`src/rtl/alu_share_arbiter_pkg.sv`:
```
// ALU widths, opcodes and occupancy-state encodings shared by the
// execute-stage ALU sharing block.
package alu_share_arbiter_pkg;

  localparam int SIZE_DATA       = 32;
  localparam int SIZE_OPCODE_I   = 4;
  localparam int SIZE_IMMEDIATE  = 16;
  localparam int EXECUTION_FLAGS = 6;

  localparam logic [SIZE_OPCODE_I-1:0] OP_NOP  = 4'd0;
  localparam logic [SIZE_OPCODE_I-1:0] OP_ADD  = 4'd1;
  localparam logic [SIZE_OPCODE_I-1:0] OP_SUB  = 4'd2;
  localparam logic [SIZE_OPCODE_I-1:0] OP_AND  = 4'd3;
  localparam logic [SIZE_OPCODE_I-1:0] OP_OR   = 4'd4;
  localparam logic [SIZE_OPCODE_I-1:0] OP_XOR  = 4'd5;
  localparam logic [SIZE_OPCODE_I-1:0] OP_ADDI = 4'd6;

  localparam logic [0:0] ST_EMPTY = 1'b0;
  localparam logic [0:0] ST_FULL  = 1'b1;

  typedef struct packed {
    logic [SIZE_OPCODE_I-1:0]  opcode;
    logic [SIZE_DATA-1:0]      data1;
    logic [SIZE_DATA-1:0]      data2;
    logic [SIZE_IMMEDIATE-1:0] immd;
  } alu_op_t;

  function automatic logic [SIZE_DATA-1:0] sext_immd(input logic [SIZE_IMMEDIATE-1:0] immd);
    return {{(SIZE_DATA-SIZE_IMMEDIATE){immd[SIZE_IMMEDIATE-1]}}, immd};
  endfunction

endpackage

```
`src/rtl/alu_share_arbiter_alu.sv`:
```
// Combinational execute-stage ALU. Flags are
// {carry/borrow, op_valid, overflow, non_negative, zero, negative}.
module Simple_ALU
  import alu_share_arbiter_pkg::*;
(
  input  logic [SIZE_OPCODE_I-1:0]   opcode_i,
  input  logic [SIZE_DATA-1:0]       data1_i,
  input  logic [SIZE_DATA-1:0]       data2_i,
  input  logic [SIZE_IMMEDIATE-1:0]  immd_i,
  output logic [SIZE_DATA-1:0]       result_o,
  output logic [EXECUTION_FLAGS-1:0] flags_o
);

  logic [SIZE_DATA:0]   wide;
  logic [SIZE_DATA-1:0] res;
  logic [SIZE_DATA-1:0] opb;
  logic                 carry;
  logic                 ovf;
  logic                 is_op;

  always_comb begin
    wide  = '0;
    res   = '0;
    opb   = data2_i;
    carry = 1'b0;
    ovf   = 1'b0;
    is_op = 1'b1;
    case (opcode_i)
      OP_ADD, OP_ADDI: begin
        if (opcode_i == OP_ADDI) opb = sext_immd(immd_i);
        wide  = {1'b0, data1_i} + {1'b0, opb};
        res   = wide[SIZE_DATA-1:0];
        carry = wide[SIZE_DATA];
        ovf   = (data1_i[SIZE_DATA-1] == opb[SIZE_DATA-1]) &&
                (res[SIZE_DATA-1] != data1_i[SIZE_DATA-1]);
      end
      OP_SUB: begin
        wide  = {1'b0, data1_i} - {1'b0, data2_i};
        res   = wide[SIZE_DATA-1:0];
        carry = wide[SIZE_DATA];
        ovf   = (data1_i[SIZE_DATA-1] != data2_i[SIZE_DATA-1]) &&
                (res[SIZE_DATA-1] != data1_i[SIZE_DATA-1]);
      end
      OP_AND: res = data1_i & data2_i;
      OP_OR:  res = data1_i | data2_i;
      OP_XOR: res = data1_i ^ data2_i;
      default: is_op = 1'b0;
    endcase
    result_o = res;
    flags_o  = {carry, is_op, ovf, ~res[SIZE_DATA-1], is_op && (res == '0), res[SIZE_DATA-1]};
  end

endmodule

```
`src/rtl/alu_share_arbiter_rr_arb2.sv`:
```
// Two-way round-robin arbiter; on a tie the lane that did not win last is granted.
module rr_arb2 (
  input  logic       clk,
  input  logic       reset,
  input  logic [1:0] valid,
  input  logic       en,
  output logic [1:0] grant
);

  logic last_grant_q, last_grant_d;

  always_comb begin
    grant = 2'b00;
    if (en) begin
      if (&valid) grant = last_grant_q ? 2'b01 : 2'b10;
      else        grant = valid;
    end
    last_grant_d = last_grant_q;
    if (grant[1])      last_grant_d = 1'b1;
    else if (grant[0]) last_grant_d = 1'b0;
  end

  // Reset to lane 1 so that lane 0 wins the first conflict.
  always_ff @(posedge clk or posedge reset) begin
    if (reset) last_grant_q <= 1'b1;
    else       last_grant_q <= last_grant_d;
  end

endmodule

```
`src/rtl/alu_share_arbiter.sv`:
```
// Shares one ALU between two issue lanes; the result lands in a one-entry
// output register that drains under valid/ready.
//   state    | meaning
//   ST_EMPTY | output register holds nothing
//   ST_FULL  | output register holds a result for writeback
module alu_share_arbiter
  import alu_share_arbiter_pkg::*;
#(
  parameter int TAG_W = 7,
  parameter int CNT_W = 16
) (
  input  logic                       clk,
  input  logic                       reset,
  input  logic [1:0]                 req_valid_i,
  output logic [1:0]                 req_ready_o,
  input  logic [SIZE_OPCODE_I-1:0]   req0_opcode_i,
  input  logic [SIZE_DATA-1:0]       req0_data1_i,
  input  logic [SIZE_DATA-1:0]       req0_data2_i,
  input  logic [SIZE_IMMEDIATE-1:0]  req0_immd_i,
  input  logic [TAG_W-1:0]           req0_tag_i,
  input  logic [SIZE_OPCODE_I-1:0]   req1_opcode_i,
  input  logic [SIZE_DATA-1:0]       req1_data1_i,
  input  logic [SIZE_DATA-1:0]       req1_data2_i,
  input  logic [SIZE_IMMEDIATE-1:0]  req1_immd_i,
  input  logic [TAG_W-1:0]           req1_tag_i,
  input  logic                       flush_i,
  output logic                       out_valid_o,
  input  logic                       out_ready_i,
  output logic [SIZE_DATA-1:0]       out_result_o,
  output logic [EXECUTION_FLAGS-1:0] out_flags_o,
  output logic [TAG_W-1:0]           out_tag_o,
  output logic                       out_src_o,
  output logic [CNT_W-1:0]           conflict_cnt_o
);

  logic [0:0]                 state_q, state_d;
  logic [SIZE_DATA-1:0]       result_q, result_d;
  logic [EXECUTION_FLAGS-1:0] flags_q, flags_d;
  logic [TAG_W-1:0]           tag_q, tag_d;
  logic                       src_q, src_d;
  logic [CNT_W-1:0]           conflict_q, conflict_d;

  logic                       can_accept;
  logic                       arb_en;
  logic [1:0]                 grant;
  logic                       accept;
  logic                       sel;
  alu_op_t                    op_sel;
  logic [TAG_W-1:0]           tag_sel;
  logic [SIZE_DATA-1:0]       alu_result;
  logic [EXECUTION_FLAGS-1:0] alu_flags;

  assign can_accept = !flush_i && ((state_q == ST_EMPTY) || out_ready_i);
  // Gating with reset keeps req_ready_o low for the whole reset assertion.
  assign arb_en     = can_accept && !reset;

  rr_arb2 u_arb (
    .clk   (clk),
    .reset (reset),
    .valid (req_valid_i),
    .en    (arb_en),
    .grant (grant)
  );

  assign req_ready_o = grant;
  assign accept      = |grant;
  assign sel         = grant[1];

  always_comb begin
    if (sel) begin
      op_sel  = '{opcode: req1_opcode_i, data1: req1_data1_i, data2: req1_data2_i, immd: req1_immd_i};
      tag_sel = req1_tag_i;
    end else begin
      op_sel  = '{opcode: req0_opcode_i, data1: req0_data1_i, data2: req0_data2_i, immd: req0_immd_i};
      tag_sel = req0_tag_i;
    end
  end

  Simple_ALU u_alu (
    .opcode_i (op_sel.opcode),
    .data1_i  (op_sel.data1),
    .data2_i  (op_sel.data2),
    .immd_i   (op_sel.immd),
    .result_o (alu_result),
    .flags_o  (alu_flags)
  );

  always_comb begin
    state_d    = state_q;
    result_d   = result_q;
    flags_d    = flags_q;
    tag_d      = tag_q;
    src_d      = src_q;
    conflict_d = conflict_q;
    case (state_q)
      ST_EMPTY: if (accept) state_d = ST_FULL;
      default: begin
        if (flush_i)          state_d = ST_EMPTY;
        else if (accept)      state_d = ST_FULL;
        else if (out_ready_i) state_d = ST_EMPTY;
      end
    endcase
    if (accept) begin
      result_d = alu_result;
      flags_d  = alu_flags;
      tag_d    = tag_sel;
      src_d    = sel;
    end
    if ((&req_valid_i) && accept && (conflict_q != {CNT_W{1'b1}}))
      conflict_d = conflict_q + CNT_W'(1);
  end

  always_ff @(posedge clk or posedge reset) begin
    if (reset) begin
      state_q    <= ST_EMPTY;
      result_q   <= '0;
      flags_q    <= '0;
      tag_q      <= '0;
      src_q      <= 1'b0;
      conflict_q <= '0;
    end else begin
      state_q    <= state_d;
      result_q   <= result_d;
      flags_q    <= flags_d;
      tag_q      <= tag_d;
      src_q      <= src_d;
      conflict_q <= conflict_d;
    end
  end

  assign out_valid_o    = (state_q == ST_FULL);
  assign out_result_o   = result_q;
  assign out_flags_o    = flags_q;
  assign out_tag_o      = tag_q;
  assign out_src_o      = src_q;
  assign conflict_cnt_o = conflict_q;

endmodule
```
`config.mk`:
```
export PLATFORM = sky130hd
export DESIGN_NAME = alu_share_arbiter
export DESIGN_NICKNAME = d
export VERILOG_FILES = /design/src/rtl/alu_share_arbiter_pkg.sv /design/src/rtl/alu_share_arbiter_alu.sv /design/src/rtl/alu_share_arbiter_rr_arb2.sv /design/src/rtl/alu_share_arbiter.sv
export SDC_FILE = /design/constraint.sdc
export NUM_CORES = 1
export LEC_CHECK = 0
export BUFFER_PORTS_ARGS = -buffer_cell sky130_fd_sc_hd__buf_2
export CAP_MARGIN = 20
export CELL_PAD_IN_SITES_DETAIL_PLACEMENT = 1
export CELL_PAD_IN_SITES_GLOBAL_PLACEMENT = 2
export CORE_MARGIN = 4
export CORE_UTILIZATION = 33
export CTS_BUF_LIST = sky130_fd_sc_hd__clkbuf_16
export DETAILED_ROUTE_END_ITERATION = 7
export GPL_TIMING_DRIVEN = 1
export PLACE_DENSITY = 0.93
export SLEW_MARGIN = 10
export SYNTH_ARGS = -nofsm -noshare
export SYNTH_HDL_FRONTEND = slang
export SYNTH_SLANG_ARGS = --single-unit
export TNS_END_PERCENT = 100
```
`constraint.sdc`:
```
create_clock -name clk -period 8.01 [get_ports clk]
set_input_delay 1.2015 -clock clk [delete_from_list [all_inputs] [get_ports clk]]
set_output_delay 1.2015 -clock clk [all_outputs]
set_load 0.01 [all_outputs]
```
==> results.md, run 1 <==
* CTS tree: built
* Cells after Synth at 1,489
* LEAKAGE at 6.29 nW
* Post-layout min period at 6.53 ns
* Critical path peak fanout at 56
* DR WL/cell at 21.8 um
* Dpl cells at roughly 2,100
* Clock buffer depth at 2
* Height of the die at between 150 and 200 um
* Htree depth at 3
* Layout Skew at 0.00480 ns
* Synth Flop Type: dfrtp_1
* Core area at 31,800 um2
* Die area at 35,400 um2
* CTS Root Cell: clkbuf_16
* Final ANT Viol Nets at 0
* Die W at 188 um
* Io pins at 253
* Final period util at 81.6%
* # rows at 65
* Worst setup SP type: input pin
* Post-CTS resize count at 0
* TritonCTS Buffers at 9
* Setup bufs post-CTS at 0
* Clk Latency, worst-skew pair at roughly 0.32 ns
* Antenna violations before repair at 0
* Post-Layout Cell Count at 2,140
* CP required at 8.27 ns
* Post-Syn Nets at 1,784
* RR Endpoint: out_flags_o[1]
* Clock power frac at 22.6%
* Avg Inst Size Synth at about 7.2 um2
* Routed vias/inst at 5.95
* Slew headroom at 36.4%
* Vias in the first global route at approximately 13,000
* Combinational Power Share at a little over half
* Synthesized flop and latch total at 63
* Slew Viols, Final at 0
* WHS Endpoint: out_result_o[25]
* Seq pwr share at 23.5%
* Number of synthesized flops with an enable pin at 0
* Sw Pwr at slightly above 0.0008 W
* First drt pass iteration count at 5
* Synth-to-layout area growth at 18.6%
* GPL Wtd Cong at 0.960
* Layout cells sized above 1 at 20.4%
* Final setup vio count at 0
* Total track usage at 25.2%
* Worst Tran Pin Value at about 0.95 ns
* Maximum vdd drop at around 0.000094 V
* Largest net degree at the start of global routing at 77
* Setup TNS at 0 ns
* Starting Density at 33.7%
* Internal at 0.00103 W
* Post-CTS Hold Buffers at 0
* Final wirelength at approximately 47,000 um
* Ant diodes at 0
* Pwr per Cell Area at 145 nW/um2
* Ys Warns at 0
* Max cap viols at 0
* Switching Share at 44.1%
* Final HPWL DP at around 38,000 um
* FF-to-FF Start: out_valid_o
* Worst Hold Class: reg2reg
* Worst Hold Launch: out_result_o[25]
* Port-buffer cells at 252
* Share of async-settable or async-resettable flops after synthesis at 100%
* Total Power at 0.00184 W
* GR Overflow Total at 0
* Status: finished clean
* CP startpoint: flush_i
* Critical path endpoint category: flop
* DR iter-0 viols at ~800
* Mapped Area at 10,700 um2
* Most common cell after layout, fill and taps aside: buf_2
* DRC viols at 0
* First-pass GRT wire length at 72,900 um
* RSZ-0062 raised after global routing: false
* Register-to-register path setup slack at 2.09 ns
* Via count at about 13,000
* Reg clk slew, reported paths at 0.06 ns
* Nets at 1,995
* Most frequent cells in the layout: buf_2 (252), nand2_1 (251), a21oi_1 (124), nor2_1 (119), ha_1 (106)
* Max Clock Freq at roughly 150 MHz
* Hold Vio Cnt, Final at 0
* Worst path arrival time at around 7 ns
* Unique masters post-synth at 96
* Critical path type: in2reg
* Clock sinks at 63
* WHS Path Cells at 2
* Register area share after synthesis at 14.7%
* FF-to-FF path depth at 22
[through the flow]
stage | area (um2) | worst slack [ns] | hold WS [ns] | util, %
global placement | 12400 | 1.30 | 0.456 | 38.9
floorplan | 10700 | 1.80 | 0.507 | -
global route | 12700 | 1.02 | 0.492 | 39.9
finish | 12700 | 1.48 | 0.470 | 39.9
CTS | 12700 | 1.49 | 0.477 | 39.9
detailed placement | 12400 | 1.17 | 0.464 | 38.9
[cell usage after synthesis (5+ instances only)]
| master | count | area, um2 |
|---|---|---|
| a2111oi_0 | 7 | 61.3 |
| a211o_1 | 9 | 78.8 |
| a211oi_1 | 15 | 113 |
| a21o_1 | 25 | 188 |
| a21oi_1 | 124 | 621 |
| a221oi_1 | 5 | 43.8 |
| a311o_1 | 6 | 60.1 |
| a311oi_1 | 7 | 61.3 |
| a31o_2 | 6 | 52.6 |
| a31oi_1 | 50 | 313 |
| and2_1 | 21 | 131 |
| and3_1 | 37 | 231 |
| buf_1 | 8 | 30.0 |
| buf_2 | 13 | 65.1 |
| buf_4 | 7 | 52.6 |
| buf_6 | 7 | 78.8 |
| clkbuf_1 | 41 | 154 |
| dfrtp_1 | 62 | 1550 |
| ha_1 | 106 | 1330 |
| inv_1 | 58 | 218 |
| mux2_2 | 8 | 90.1 |
| mux2i_1 | 52 | 521 |
| nand2_1 | 251 | 942 |
| nand2b_1 | 8 | 50.1 |
| nand3_1 | 33 | 165 |
| nand3b_1 | 5 | 37.5 |
| nand4_1 | 32 | 200 |
| nor2_1 | 119 | 447 |
| nor2b_1 | 6 | 37.5 |
| nor3_1 | 36 | 180 |
| nor3b_1 | 6 | 45.0 |
| nor4_1 | 18 | 113 |
| o211a_1 | 7 | 70.1 |
| o211ai_1 | 9 | 67.6 |
| o21a_1 | 13 | 97.6 |
| o21ai_0 | 57 | 285 |
| o21bai_1 | 9 | 67.6 |
| o221ai_1 | 18 | 158 |
| o22ai_1 | 7 | 43.8 |
| o31ai_1 | 22 | 165 |
| or2_2 | 7 | 43.8 |
| or3_1 | 10 | 62.6 |
| xnor2_1 | 38 | 333 |
| xor2_1 | 15 | 131 |
[state kept, by name (all words and copies together) (netlist names)]
name	cells
conflict_cnt_o	16
out_flags_o	6
out_result_o	31
out_src_o	1
out_tag_o	7
out_valid_o	1
u_arb.last_grant_q	1
[how the worst max path moves through the flow]
| stage | slack, ns | endpoint | cells past startpoint |
|---|---|---|---|
| finish | 1.48 | out_flags_o[1] | 23 |
| global route | 1.02 | out_flags_o[1] | 23 |
| CTS | 1.49 | out_flags_o[1] | 23 |
| detailed placement | 1.17 | out_flags_o[1] | 23 |
| global placement | 1.30 | out_flags_o[1] | 23 |
| floorplan | 1.80 | out_flags_o[1] | 23 |
[power groups by stage]
| stage | sequential, W | clock [W] | combinational (W) |
|---|---|---|---|
| detailed placement | 0.000437 | 0 | 0.000975 |
| CTS | 0.000433 | 0.000421 | 0.000981 |
| global placement | 0.000435 | 0 | 0.000953 |
| floorplan | 0.000443 | 0 | 0.000615 |
| finish | 0.000432 | 0.000414 | 0.000989 |
| global route | 0.000438 | 0.000441 | 0.00108 |
[cell type report]
class                           instances  area [um2]
Multi-Input combinational cell       1290        8580
Clock buffer                            9         225
Inverter                               60         230
Clock inverter                          7        88.8
Sequential cell                        63        1580
Timing Repair Buffer                  276        1450
Fill cell                            4068       19100
Tap cell                              435         544
[layer usage]
metal	global-route usage (%)	vias up	wire length [um]
met5	0	-	0
li1	-	5949	-
met4	7.51	0	1330
met1	33.3	6309	20500
met3	2.96	74	2550
met2	43.3	395	22300
[logic make-up after synthesis]
kind of cell	after synthesis	share of synthesized area [%]
AO/OA/AOI/OAI	456	29.7
adder cells (fa/ha/maj)	107	12.6
AND/OR/NAND/NOR	613	27.1
multiplexers	61	5.83
flip-flops	63	14.7
XOR/XNOR	53	4.33
buffers and inverters	136	5.70
[critical path: stages]
cell and delay, ns:
buf_2 0.12, nor2_2 0.10, buf_4 0.34, nand3_4 0.31, inv_6 0.28, buf_4 0.54, nand2_1 0.12, nand2_1 0.08
nor2_1 0.04, a21oi_1 0.24, ha_1 0.29, a211o_1 0.29, a211o_1 0.35, a2111oi_2 0.62, o211ai_1 0.25, a221oi_2 0.36
nor2_1 0.12, o22a_1 0.24, xor2_1 0.17, a211oi_2 0.28, nor4b_2 0.24, nand4_1 0.12, nand2_1 0.09
(Power assumes the default switching activity.)
==> run 2: changes to the inputs <==
--- a/config.mk
+++ b/config.mk
@@ -10,11 +10,11 @@
 export CELL_PAD_IN_SITES_DETAIL_PLACEMENT = 1
 export CELL_PAD_IN_SITES_GLOBAL_PLACEMENT = 2
 export CORE_MARGIN = 4
-export CORE_UTILIZATION = 33
+export CORE_UTILIZATION = 28
 export CTS_BUF_LIST = sky130_fd_sc_hd__clkbuf_16
 export DETAILED_ROUTE_END_ITERATION = 7
 export GPL_TIMING_DRIVEN = 1
-export PLACE_DENSITY = 0.93
+export PLACE_DENSITY = 0.84
 export SLEW_MARGIN = 10
 export SYNTH_ARGS = -nofsm -noshare
 export SYNTH_HDL_FRONTEND = slang
==> constraint.sdc (replaced) <==
create_clock -name clk -period 5.6 [get_ports clk]
set_input_delay 0.84 -clock clk [delete_from_list [all_inputs] [get_ports clk]]
set_output_delay 0.84 -clock clk [all_outputs]
set_load 0.01 [all_outputs]
==> run 2 against run 1 <==
Global-route usage shrank 2.5 points. Die area grew 17%. Via count grew 1.5%. Setup slack lost 1.3 ns. Clock skew grew 0.0026 ns. Non-clock buffer count grew 80. Critical path type unchanged. Critical endpoint unchanged. Largest power group unchanged.
==> results.md, run 2 (synthesis gave the netlist of run 1 again) <==
* Fillers at 4,852 (+19%)
* Largest net degree at the start of global routing at 49 (-36%)
* Pwr per Cell Area at 199 nW/um2 (+38%)
* Post-layout min period at roughly 5.4 ns
* Critical path endpoint category: flop
* Worst setup SP type: input pin
* GR Overflow Total at 0 (unchanged)
* Most frequent cells in the layout: buf_2 (252), nand2_1 (251), a21oi_1 (124), nor2_1 (119), ha_1 (106)
* Io pins at 253 (unchanged)
* First-pass GRT wire length at 76,000 um (+4.4%)
* Critical path peak fanout at 7 (-88%)
* Clock power frac at 19.9% (-2.7 points)
* Final HPWL DP at 40,900 um (+9.0%)
* Clock buffer depth at 2 (unchanged)
* Height of the die at 204 um (+8.2%)
* TritonCTS Buffers at 9 (unchanged)
* Final setup vio count at 0 (unchanged)
* Internal at 0.00149 W (+46%)
* Sw Pwr at 0.00118 W (+46%)
* Via count at 12,900 (+1.5%)
* Dpl cells at 2,280 (+7.3%)
* Ant diodes at 0 (unchanged)
* Status: finished clean
* Port-buffer cells at 252 (unchanged)
* Die W at 204 um (+8.2%)
* Routed vias/inst at 5.63 (-5.4%)
* Layout Skew at 0.00739 ns (+0.00258 ns)
* GPL Wtd Cong at 0.935 (-2.6%)
* Total track usage at 22.8% (-2.5 points)
* Max cap viols at 0 (unchanged)
* Die area at 41,400 um2 (+17%)
* Nets at 2,076 (+4.1%)
* Critical path type: in2reg
* Final wirelength at 49,600 um (+6.0%)
* Final period util at 96.1%
* Synth-to-layout area growth at 25.3%
* Combinational Power Share at 57.4% (+3.5 points)
* Post-Layout Cell Count at 2,297 (+7.3%)
* First drt pass iteration count at 5 (unchanged)
* Core area at 37,700 um2 (+18%)
* Fin util at 35.6% (-4.3 points)
* Max Clock Freq at 186 MHz
* LEAKAGE at 6.67 nW (+6.1%)
* # rows at 71 (+9.2%)
* DRC viols at 0 (unchanged)
* Clk Latency, worst-skew pair at 0.33 ns (about the same)
* Clock sinks at 63 (unchanged)
* Vias in the first global route at 13,300 (+1.5%)
* DR WL/cell at 21.6 um (-1.2%)
* Worst Hold Class: reg2reg
* Layout cells sized above 1 at 24.2% (+3.8 points)
* Slew Viols, Final at 0 (unchanged)
* Reg clk slew, reported paths at 0.05 ns (about the same)
* Seq pwr share at 22.7% (-0.8 points)
* CTS tree: built
* Switching Share at 44.1% (about the same)
* Antenna violations before repair at 1 (+1)
* Max reg flops at 31 (unchanged)
* Htree depth at 3 (unchanged)
* Hold Vio Cnt, Final at 0 (unchanged)
* Starting Density at 28.4% (-5.2 points)
* Slew headroom at 47.1% (+11 points)
* DR iter-0 viols at 765 (-4.1%)
* Maximum vdd drop at 0.000102 V (+9.0%)
* Post-CTS Hold Buffers at 0 (unchanged)
* CP required at 5.87 ns (-2.40 ns)
* Most common cell after layout, fill and taps aside: buf_2
* Worst path arrival time at 5.65 ns (-1.15 ns)
* Final ANT Viol Nets at 0 (unchanged)
* CTS Root Cell: clkbuf_16
* Worst Tran Pin Value at 0.782 ns (-0.172 ns)
-- run 2: worst paths after layout --
check	from	end	slack [ns]	cells after the start
max in group asynchronous	reset	out_result_o[0]	4.03	3
worst min-delay path	out_result_o[27]	out_result_o[27]	0.46	2
worst min register to register	out_result_o[27]	out_result_o[27]	0.46	2
worst max register to register	u_arb.last_grant_q	out_flags_o[1]	0.33	22
worst max-delay path	req_valid_i[0]	out_flags_o[1]	0.22	24
min in group asynchronous	reset	out_tag_o[4]	0.60	2
-- run 2: layout make-up --
type	count	area [um2]	area share [%]
clock buffers	9	225	1.68
well taps	511	639	4.76
inverters	60	230	1.71
repair buffers	356	2070	15.5
clock inverters	7	56.3	0.419
flip-flops and latches	63	1580	11.8
multi-input cells	1291	8620	64.2
-- run 2: repair_timing --
action / in CTS / in global routing
setup buffers: 0 / 0
resized for setup: 0 / 11
setup endpoints to repair: 0 / 1
-- run 2: per-stage QoR --
step / setup slack (ns) / instance area, um2 / power (W) / hold WS [ns] / TNS [ns]
floorplan: 0.0400 / 10700 / 0.00151 / 0.507 / 0
global placement: -0.0695 / 13100 / 0.00209 / 0.452 / -0.0695
detailed placement: -0.127 / 13100 / 0.00213 / 0.453 / -0.127
CTS: 0.208 / 13400 / 0.00268 / 0.464 / 0
global route: -0.0524 / 13400 / 0.00287 / 0.492 / -0.0524
finish: 0.220 / 13400 / 0.00268 / 0.459 / 0
-- run 2: power groups by stage --
stage | sequential (W) | clock (W) | combinational [W]
floorplan | 0.000634 | 0 | 0.000881
global placement | 0.000613 | 0 | 0.00148
detailed placement | 0.000616 | 0 | 0.00151
CTS | 0.000609 | 0.000548 | 0.00152
global route | 0.000618 | 0.000575 | 0.00168
finish | 0.000608 | 0.000531 | 0.00154
-- run 2: per-layer routing --
metal	up-vias	share of wire (%)	GRT usage (%)
li1	6102	-	-
met1	6346	45	30.3
met2	406	48	40.1
met3	67	5.0	2.40
met4	0	2.3	4.60
met5	-	0	0
-- run 2: critical path, cell delays in order --
cell,delay [ns]
buf_2,0.12
a21boi_4,0.21
nand3_4,0.18
inv_6,0.14
and3_1,0.29
a31oi_4,0.12
buf_4,0.24
nor2_1,0.28
a21oi_1,0.11
ha_1,0.34
o21a_1,0.13
o21a_1,0.11
a311o_1,0.33
or3_1,0.37
o211a_1,0.27
nor3_1,0.21
o31ai_1,0.10
nor3_1,0.32
buf_4,0.18
nand4_1,0.13
nor4_2,0.28
buf_4,0.16
nand4_1,0.08
nand2_1,0.09
==> run 3: changes to the inputs <==
==> constraint.sdc (replaced) <==
create_clock -name clk -period 5.6 [get_ports clk]
set_input_delay 0.84 -clock clk [delete_from_list [all_inputs] [get_ports clk]]
set_output_delay 0.84 -clock clk [all_outputs]
set_load 0.1 [all_outputs]
==> run 3 against run 2 <==
Global-route usage rose by 0.73 points. Register-to-register slack gained 0.16 ns. Clock power grew 2%. Maximum frequency rose by 3.0%. Combinational power grew 44%. Power is 26% higher. Count of clock-buffer cells in the layout stayed put. Routed wire length grew 2.1%. Hold slack better by 0.0078 ns. Final area increased by 5.6%. Sequential power about the same. Critical path depth shrank 2. Largest power group unchanged. Highest routed layer unchanged.
==> results.md, run 3 (synthesis gave the netlist of run 1 again) <==
* Status: finished clean
* Final HPWL DP at 42,000 um (+2.7%)
* Nets at 2,177 (+4.9%)
* Starting Density at 28.4% (unchanged)
* Worst setup SP type: input pin
* RSZ-0062 raised after global routing: false
* CP required at 5.87 ns (about the same)
* Largest net degree at the start of global routing at 49 (unchanged)
* Worst path arrival time at 5.50 ns (-0.15 ns)
* Worst Hold Class: reg2reg
* Number of cells on the critical path at 22 (-8.3%)
* RR Endpoint: out_flags_o[1]
* # rows at 71 (unchanged)
* Final period util at 93.3% (-2.8 points)
* Slew Viols, Final at 0 (unchanged)
* FF-to-FF path depth at 21 (-4.5%)
* Synth-to-layout area growth at 32.4%
* Post-layout min period at 5.22 ns (-0.156 ns)
* Area after DPL at 13,900 um2 (+6.0%)
* LEAKAGE at 7.17 nW (+7.5%)
* CP peak stage delay at 0.42 ns (+0.05 ns)
* Io pins at 253 (unchanged)
* Antenna violations before repair at 0 (-1)
* Worst Tran Pin Value at 0.747 ns (-0.0345 ns)
* Clk Latency, worst-skew pair at 0.34 ns (about the same)
* Vias in the first global route at 13,900 (+4.4%)
* Final ANT Viol Nets at 0 (unchanged)
* Ant diodes at 0 (unchanged)
* Final wirelength at 50,600 um (+2.1%)
* Die area at 41,400 um2 (unchanged)
* Clock buffer depth at 2 (unchanged)
* Reg clk slew, reported paths at 0.05 ns (about the same)
* Most frequent cells in the layout: buf_2 (252), nand2_1 (251), buf_4 (201), a21oi_1 (124), nor2_1 (119)
* Critical path type: in2reg
* TritonCTS Buffers at 9 (unchanged)
* First-pass GRT wire length at 78,400 um (+3.1%)
* FF-to-FF Start: u_arb.last_grant_q
* Crit-path cells: buf_2 > nand2b_1 > nand3_4 > buf_6 > buf_12 > mux2i_2 > a21oi_1 > ha_1 > o21a_1 > o21a_1 > a311o_1 > or3_1 > o211a_1 > nor3_1 > o31ai_1 > nor3_1 > buf_4 > nand4_1 > nor4_1 > buf_4 > nand4_1 > nand2_1
* Total track usage at 23.5% (+0.73 points)
* Finished Cell Area at 14,200 um2 (+5.6%)
* Via count at 13,300 (+2.7%)
* DR iter-0 viols at 658 (-14%)
* Post-CTS Hold Buffers at 0 (unchanged)
* Critical path endpoint category: flop
* Htree depth at 3 (unchanged)
* Max Clock Freq at 191 MHz (+3.0%)
* Routed vias/inst at 5.54 (-1.6%)
* CP max-delay cell: mux2i_2
* Hold Vio Cnt, Final at 0 (unchanged)
* Maximum vdd drop at 0.000133 V (+30%)
* CP top delay family: simple AND/OR/NAND/NOR gates
* Port-buffer cells at 252 (unchanged)
* WHS Endpoint: out_result_o[5]
* Clock sinks at 63 (unchanged)
* Max cap viols at 0 (unchanged)
* CTS tree: built
* Core area at 37,700 um2 (unchanged)
* Slew headroom at 50.2% (+3.0 points)
* First drt pass iteration count at 5 (unchanged)
* Layout cells sized above 1 at 28.1% (+3.9 points)
* DR WL/cell at 21.1 um (-2.2%)
* Register-to-register path setup slack at 0.49 ns (+0.16 ns)
* Max reg flops at 31 (unchanged)
* DRC viols at 0 (unchanged)
* Critical path peak fanout at 35 (+28)
* Height of the die at 204 um (unchanged)
* Pwr per Cell Area at 237 nW/um2 (+19%)
* GR Overflow Total at 0 (unchanged)
* WHS Path Cells at 2 (unchanged)
* CTS Root Cell: clkbuf_16
* Worst hold slack at 0.467 ns (+0.00782 ns)
* Layout Skew at 0.00656 ns (-0.000830 ns)
* Buf/Inv on CP at 5 (unchanged)
* Final setup vio count at 0 (unchanged)
* Most common cell after layout, fill and taps aside: buf_2
* Worst Hold Launch: out_result_o[5]
* GPL Wtd Cong at 0.920 (-1.6%)
* Die W at 204 um (unchanged)
run 3: how the worst max path moves through the flow:
stage / start / to / slack (ns)
2_1_floorplan: out_ready_i / out_flags_o[1] / 0.03
3_3_place_gp: out_ready_i / out_flags_o[1] / -0.05
3_5_place_dp: out_ready_i / out_flags_o[1] / -0.16
4_1_cts: out_ready_i / out_flags_o[1] / 0.17
5_1_grt: out_ready_i / out_flags_o[1] / 0.09
6_report: out_ready_i / out_flags_o[1] / 0.38
run 3: power breakdown:
| group | internal, W | switching, W |
|---|---|---|
| Sequential | 0.000539 | 0.0000676 |
| Combinational | 0.000705 | 0.00151 |
| Clock | 0.000336 | 0.000206 |
run 3: worst reg2reg max path: cells and delay by family, from the launching register on:
family / cells / cell delay [ns]
and+or+nand+nor: 8 / 1.50
DFF: 1 / 0.58
muxes: 1 / 0.46
adders and majority gates: 1 / 0.35
AOI/OAI and AO/OA: 7 / 1.22
buffers and inverters: 4 / 0.91
run 3: stage by stage:
stage	setup TNS (ns)	worst slack, ns	total power [W]	util (%)	cells
floorplan	0	0.0261	0.00208	-	1489
global placement	-0.0537	-0.0537	0.00277	36.9	2382
detailed placement	-0.162	-0.162	0.00281	36.9	2382
CTS	0	0.167	0.00336	37.6	2398
global route	0	0.0899	0.00356	37.6	2398
finish	0	0.376	0.00336	37.6	2398
run 3: area by class of cell:
class	count	area (um2)
fillers	4833	23500
multi-input cells	1290	8590
repair buffers	458	2860
flip-flops and latches	63	1580
well taps	511	639
inverters	60	230
clock buffers	9	225
clock inverters	7	55.1
run 3: metal layers:
metal / up-vias / global-route usage [%] / wire (um)
li1: 6299 / - / -
met5: - / 0 / 0
met4: 0 / 4.96 / 952
met2: 400 / 41.5 / 24500
met1: 6517 / 31.0 / 22500
met3: 60 / 2.64 / 2630
run 3: timing repair:
action	CTS	global route
buffers inserted	0	0
gates resized for setup	0	3
endpoints found under the setup margin	0	1
